[src/rtl/fifo_pop_arbiter.sv]
// fifo_pop_arbiter
// Drains N_IN upstream FIFOs into one downstream FIFO. Each cycle it grants
// at most one eligible requester and pops it. One cycle later it pushes the
// returned word downstream.
// After a pop, a requester is masked for HOLDOFF cycles. This covers the
// registered empty-flag lag of the upstream FIFOs.
// Optional build macro ARB_STRICT_PRIO_EN selects fixed priority, where the
// lowest eligible index wins. The default build uses round-robin arbitration
// that starts after the last grant.

// Per-lane eligibility: the cooldown counter plus the non-empty qualifier.
module fifo_pop_lane #(
   parameter int HOLDOFF = 2
) (
   input  logic clk,
   input  logic reset_L,
   input  logic empty,
   input  logic load,
   output logic eligible
);

   logic [1:0] cool;

   // Reload on the edge that issues this lane's pop, then count down to zero
   always_ff @(posedge clk or negedge reset_L) begin
      if (!reset_L)
         cool <= '0;
      else if (load)
         cool <= 2'(HOLDOFF);
      else if (cool != 2'd0)
         cool <= cool - 2'd1;
   end

   assign eligible = ~empty & (cool == 2'd0);

endmodule

module fifo_pop_arbiter #(
   parameter  int N_IN    = 4,
   parameter  int DW      = 6,
   parameter  int HOLDOFF = 2,
   localparam int IW      = (N_IN > 1) ? $clog2(N_IN) : 1
) (
   input  logic               clk,
   input  logic               reset_L,
   input  logic               enable,
   input  logic [N_IN-1:0]    fifo_empty,
   input  logic [N_IN*DW-1:0] fifo_data_in,
   input  logic               out_pause,
   input  logic               out_full,
   output logic [N_IN-1:0]    pop,
   output logic               push_out,
   output logic [DW-1:0]      data_out,
   output logic [IW-1:0]      grant_idx,
   output logic [1:0]         state
);

   typedef enum logic [1:0] {
      S_IDLE  = 2'd0,
      S_RUN   = 2'd1,
      S_STALL = 2'd2
   } state_t;

   // Stage 0 marks a pop in flight, and stage STAGES marks the matching push
   localparam int STAGES = 1;

   state_t            st;
   logic [STAGES:0]   vld_pipe;
   logic [N_IN-1:0]   elig;
   logic [N_IN-1:0]   gnt_oh;
   logic              sel_found;
   logic [IW-1:0]     sel_idx;
   logic              bp;
   logic              grant_fire;
   logic [IW-1:0]     push_idx;

   // One cooldown/eligibility lane per upstream FIFO
   for (genvar i = 0; i < N_IN; i++) begin : g_lane
      fifo_pop_lane #(.HOLDOFF(HOLDOFF)) u_lane (
         .clk      (clk),
         .reset_L  (reset_L),
         .empty    (fifo_empty[i]),
         .load     (gnt_oh[i]),
         .eligible (elig[i])
      );
   end

`ifdef ARB_STRICT_PRIO_EN
   // Fixed priority: scan from the top down so that the lowest eligible index wins last
   always_comb begin
      sel_found = 1'b0;
      sel_idx   = '0;
      for (int k = N_IN - 1; k >= 0; k--) begin
         if (elig[IW'(k)]) begin
            sel_found = 1'b1;
            sel_idx   = IW'(k);
         end
      end
   end
`else
   int rr_pos;

   // Round-robin: start after the last grant and wrap; the first eligible requester wins
   always_comb begin
      sel_found = 1'b0;
      sel_idx   = '0;
      rr_pos    = 0;
      for (int k = 0; k < N_IN; k++) begin
         rr_pos = int'(grant_idx) + 1 + k;
         if (rr_pos >= N_IN)
            rr_pos = rr_pos - N_IN;
         if (!sel_found && elig[IW'(rr_pos)]) begin
            sel_found = 1'b1;
            sel_idx   = IW'(rr_pos);
         end
      end
   end
`endif

   assign bp         = out_pause | out_full;
   assign grant_fire = (st == S_RUN) & enable & ~bp & sel_found;

   // One-hot decode of the grant that this edge will issue
   always_comb begin
      gnt_oh = '0;
      if (grant_fire)
         gnt_oh[sel_idx] = 1'b1;
   end

   // Scheduler FSM with registered pop strobes and the last-grant pointer.
   // A low enable overrides backpressure and forces IDLE.
   always_ff @(posedge clk or negedge reset_L) begin
      if (!reset_L) begin
         st        <= S_IDLE;
         pop       <= '0;
         grant_idx <= IW'(N_IN - 1);
      end else begin
         pop <= gnt_oh;
         if (grant_fire)
            grant_idx <= sel_idx;
         case (st)
            S_IDLE:  if (enable) st <= S_RUN;
            S_RUN: begin
               if (!enable)  st <= S_IDLE;
               else if (bp)  st <= S_STALL;
            end
            S_STALL: begin
               if (!enable)  st <= S_IDLE;
               else if (!bp) st <= S_RUN;
            end
            default: st <= S_IDLE;
         endcase
      end
   end

   // Pop-to-push pipeline. It runs independently of the FSM state, so a
   // scheduled push always completes. Only reset drops it.
   always_ff @(posedge clk or negedge reset_L) begin
      if (!reset_L) begin
         vld_pipe <= '0;
         push_idx <= '0;
      end else begin
         vld_pipe <= {vld_pipe[STAGES-1:0], grant_fire};
         if (vld_pipe[0])
            push_idx <= grant_idx;
      end
   end

   assign push_out = vld_pipe[STAGES];
   assign data_out = push_out ? fifo_data_in[int'(push_idx)*DW +: DW] : '0;
   assign state    = st;

endmodule

[config.mk]
export PLATFORM = sky130hd
export DESIGN_NAME = fifo_pop_arbiter
export DESIGN_NICKNAME = d
export VERILOG_FILES = /design/src/rtl/fifo_pop_arbiter.sv
export SDC_FILE = /design/constraint.sdc
export NUM_CORES = 1
export LEC_CHECK = 0
export ABC_CLOCK_PERIOD_IN_PS = 4100
export CORE_MARGIN = 2
export CORE_UTILIZATION = 35
export DETAILED_ROUTE_END_ITERATION = 8
export GPL_TIMING_DRIVEN = 0
export PLACE_DENSITY = 0.69
export SLEW_MARGIN = 15
export SYNTH_ARGS = -nofsm -noshare
export SYNTH_HDL_FRONTEND = slang
export SYNTH_SLANG_ARGS = --single-unit
[constraint.sdc]
create_clock -name clk -period 4.1 [get_ports clk]
set_clock_uncertainty 0.1 [all_clocks]
set_input_delay 0.82 -clock clk [delete_from_list [all_inputs] [get_ports clk]]
set_output_delay 0.82 -clock clk [all_outputs]
set_load 0.01 [all_outputs]
Word level (Yosys, flattened, before mapping):

Cells that the tools add are included.

* register bits after elaboration: 20
* input port bits: 33
* output and inout port bits: 15
* word-level logic and storage cells: 114

* $add $sub $neg: 12
* multiply operators: 1
* order comparisons: 10
* eq/ne operators: 5
* shift operators: 1
* multiplexer cells: 42
* bitwise logic cells: 13
* reduce and logical (&&, ||, !) cells: 21

Operators with widths (count)
* $mux W2: 21
* $shiftx A24 B6 Y6: 1
* $lt A2 B4 Y1 const B: 4
* $reduce_bool A2 Y1: 8
* $sub A2 B1 Y2 const B: 8
* $mux W1: 13
* $ge A4 B3 Y1 const B: 3
* $logic_not A2 Y1: 5
* $add A3 B2 Y4 const B: 2
* $bmux W1 S2: 4
* $and A1 B1 Y1: 7
* $mux W6: 1
* $ne A3 B3 Y1 const B: 2
* $pmux W2 S3: 1
* $not A1 Y1: 5
* $add A3 B1 Y4 const B: 1
* $logic_and A1 B1 Y1: 4
* $mul A2 B2 Y4 const B: 1
* $mux W4: 1
* $add A2 B1 Y3 const B: 1
* $ge A3 B3 Y1 const B: 1
* $logic_not A1 Y1: 3
* $lt A2 B3 Y1 const B: 1
* $reduce_and A3 Y1: 1
* 6 further kinds: 6

Depth between registers and ports, before layout:

* word-level depth: 22
* gate-level depth with buffers: 7

Hierarchy:

A second synthesis with hierarchy kept.

* cells, all modules: 103
* area, all modules: 1183.6 um^2

Modules (own cells, without submodules)
* fifo_pop_arbiter: times used 1, cells each 59, area an instance 743.2 um^2
* fifo_pop_lane: times used 4, cells each 11, area an instance 110.1 um^2

Least setup slack after synthesis:

Ideal clock, no wire load.

* kind: input port to output port
* start point: input fifo_data_in[18]
* end point: output data_out[0]
* arrival time: 1.443 ns
* setup slack: 1.737 ns
* stages: 2
* buffers on the path: 0
* cell sequence: mux4_2 > and2_1

* word-level cells in the longest chain between the ends: 2

RTL lines
* start: declaration: line 48 `input logic [N_IN*DW-1:0] fifo_data_in,`
* $shiftx A24 B6 Y6: line 170 `assign data_out = push_out ? fifo_data_in[int'(push_idx)*DW +: DW] : '0;`
* $mux W6: line 170
* end: declaration: line 53 `output logic [DW-1:0] data_out,`

Every way passes these cells.

Worst setup path after layout:

Ends and elaborated chain as after synthesis.

==> metrics.md <==
| Metric | Value |
|---|---|
| Via count | 1009 |
| Pre-CTS WS | 0.836 ns |
| Initial antenna violation count | 0 |
| Synth warnings | 0 |
| Number of synthesized flops with an enable pin | 0 |
| Final core occ | 0.532 |
| Vias in the first global route | 1017 |
| Pin count of the biggest net entering global routing | 21 |
| Final hold violation count | 0 |
| Pre-Repair DR Iteration Count | 2 |
| Fillers | 305 |
| Flop-to-flop setup slack | 1.96 ns |
| Hold Crit Depth | 0 |
| Max-cap violations | 0 |
| Placed Cells | 195 |
| Hold-fix buffers at CTS | 0 |
| Insertion delay to the later sink of the worst-skew pair | 0.30 ns |
| CTS tree | done |
| PwrDens | 519 nW/um2 |
| Finished Cell Area | 1760 um2 |
| Remaining Overflow, GRT | 0 |
| Critical path arrival | 2.33 ns |
| Final Non-Filler Cells | 199 |
| Hold Path Class | reg2reg |
| Hold Crit Start | vld_pipe[0]$_DFF_PN0_ |
| Cells after Synth | 102 |
| Initial Util | 0.362 |
| Data required, critical path | 3.18 ns |
| Yosys reg bits | 20 |
| Antenna cell count | 0 |
| R2R cell count | 7 |
| Worst R2R Start | g_lane[0].u_lane.cool[0]$_DFFE_PN0P_ |
| # setup viols final | 0 |
| Setup WS post-layout | 0.851 ns |
| Final WL | 2650 um |
| Clock transition at path regs | 0.10 ns |
| Final GP Congestion | 0.786 |
| FF-to-FF End | g_lane[3].u_lane.cool[1]$_DFFE_PN0P_ |
| Wire per inst | 13.3 um |
| DR DRC count | 0 |
| Main synth FF type | dfrtp_1 |
| H-tree lvl count | 1 |
| Via-to-Cell Ratio | 5.07 |
| DP Wirelength | 2170 um |
| Total CTS buffers | 3 |
| Post-CTS sizing | 0 |
| Antenna-violating nets left | 0 |
| Worst setup EP type | output port |
| Distinct cells, synth | 37 |
| Final Max Slew Viols | 0 |
| Slew HR | 0.427 |
| Rows | 21 |
| Crit path time final | 3.25 ns |
| Asr flop ratio synth | 1.00 |
| Share of layout cells above drive strength 1 | 0.170 |
| # IOs | 48 |
| Placed Area | 1730 um2 |
| I/O Buffers | 47 |
| Die Wd | 62.5 um |
| Clk root buf | clkbuf_4 |
| Cell area after technology mapping | 1200 um2 |
| Core area | 3310 um2 |
| Max clock buf depth | 2 |
| First-pass GRT wire length | 4600 um |
| Period utilization | 0.793 |
| Worst Hold End | vld_pipe[1]$_DFF_PN0_ |
| Tot GR Track Use | 0.148 |
| Pleak | 0.000753 uW |
| CP Launch Type | input port |
| Die extent in y | 62.5 um |
| Syn nets | 139 |
| Iter 0 DRT Violations | 28 |
| Outcome | completed |
| Achievable Freq | 308 MHz |
| Area Growth Syn to Fin | 47.1% |
| RSZ-0062 raised after global routing | false |
| NumNets Final | 191 |
| Slew @ Worst Pin | 0.857 ns |
| WS Path Type | in2out |
| Critical path peak fanout | 1 |
| Syn_area_per_cell | 11.7 um2 |
| Sequential fraction of the synthesis area | 0.420 |
| Clock tree sinks | 20 |
| Post-CTS Setup Inserts | 0 |
| Max VDD drop | 0.000322 V |
| Die area | 3910 um2 |
| Setup_tns | 0 ns |
worst max-delay path by stage:
stage	from	end	depth (start not counted)
finish	fifo_data_in[18]	data_out[0]	4
global route	push_idx[0]$_DFFE_PN0P_	data_out[4]	4
global placement	fifo_data_in[18]	data_out[0]	4
detailed placement	fifo_data_in[18]	data_out[0]	4
floorplan	fifo_data_in[18]	data_out[0]	2
CTS	fifo_data_in[18]	data_out[0]	4
cells in the final DEF, fill, tap and decap left out, types with 3 or more instances in the layout:
cell type / instances
clkdlybuf4s50_1: 47
dfrtp_1: 18
nor2_1: 11
inv_1: 10
mux4_2: 6
and2_1: 6
xor2_1: 4
a211o_1: 4
ha_1: 4
mux2_2: 3
clkbuf_4: 3
report_power, final:
group | switching [uW] | leakage [uW] | internal [uW]
Clock | 59.2 | 0.0000210 | 54.2
Sequential | 48.6 | 0.000251 | 273
Combinational | 225 | 0.000481 | 254
Total | 333 | 0.000753 | 581
synthesized netlist by cell type, drive strengths merged (3+ instances only):
library cell / count / area share
nor2: 11 / 0.034
ha: 4 / 0.042
dfrtp: 18 / 0.38
inv: 10 / 0.031
nand2b: 3 / 0.020
a211o: 4 / 0.029
mux2: 3 / 0.028
a21oi: 3 / 0.016
and2: 6 / 0.031
mux4: 6 / 0.11
xor2: 4 / 0.029
per-layer routing:
metal / GRT usage / vias to the layer above / wire length (um)
met5: 0 / - / 0
met4: 0.0583 / 0 / 34
met3: 0.0468 / 4 / 259
met2: 0.251 / 47 / 1290
met1: 0.173 / 489 / 1060
li1: - / 469 / -
state kept, by name, indices dropped and copies added (netlist names):
name                count
g_lane.u_lane.cool      8
grant_idx               2
state                   2
pop                     4
push_idx                2
vld_pipe                2
area by class of cell:
type                       instances  area (um2)  share of cell area
clock buffer                       4        36.3              0.0206
tap                               46        57.6              0.0327
timing repair buffer              47         470               0.267
multi-input combinational         70         649               0.369
sequential                        20         503               0.286
buffer                             2        7.51             0.00426
inverter                          10        37.5              0.0213
metrics by stage:
stage / total power, uW / hold slack (ns)
floorplan: 675 / 0.290
global placement: 780 / 0.303
detailed placement: 811 / 0.317
CTS: 927 / 0.342
global route: 998 / 0.352
finish: 914 / 0.335
cell families after synthesis:
family	Yosys count	synth area share
simple gates	33	0.184
xor+xnor	5	0.0366
compound gates	19	0.139
mux	9	0.141
buf+inv	12	0.0376
fa+ha+maj	4	0.0418
flops	20	0.420
critical path: stages:
cell and delay [ns]:
clkdlybuf4s50_1 0.41, mux4_2 0.46, and2_1 0.17, clkdlybuf4s50_1 0.47
Note: power is estimated with default switching activity, not from simulation.
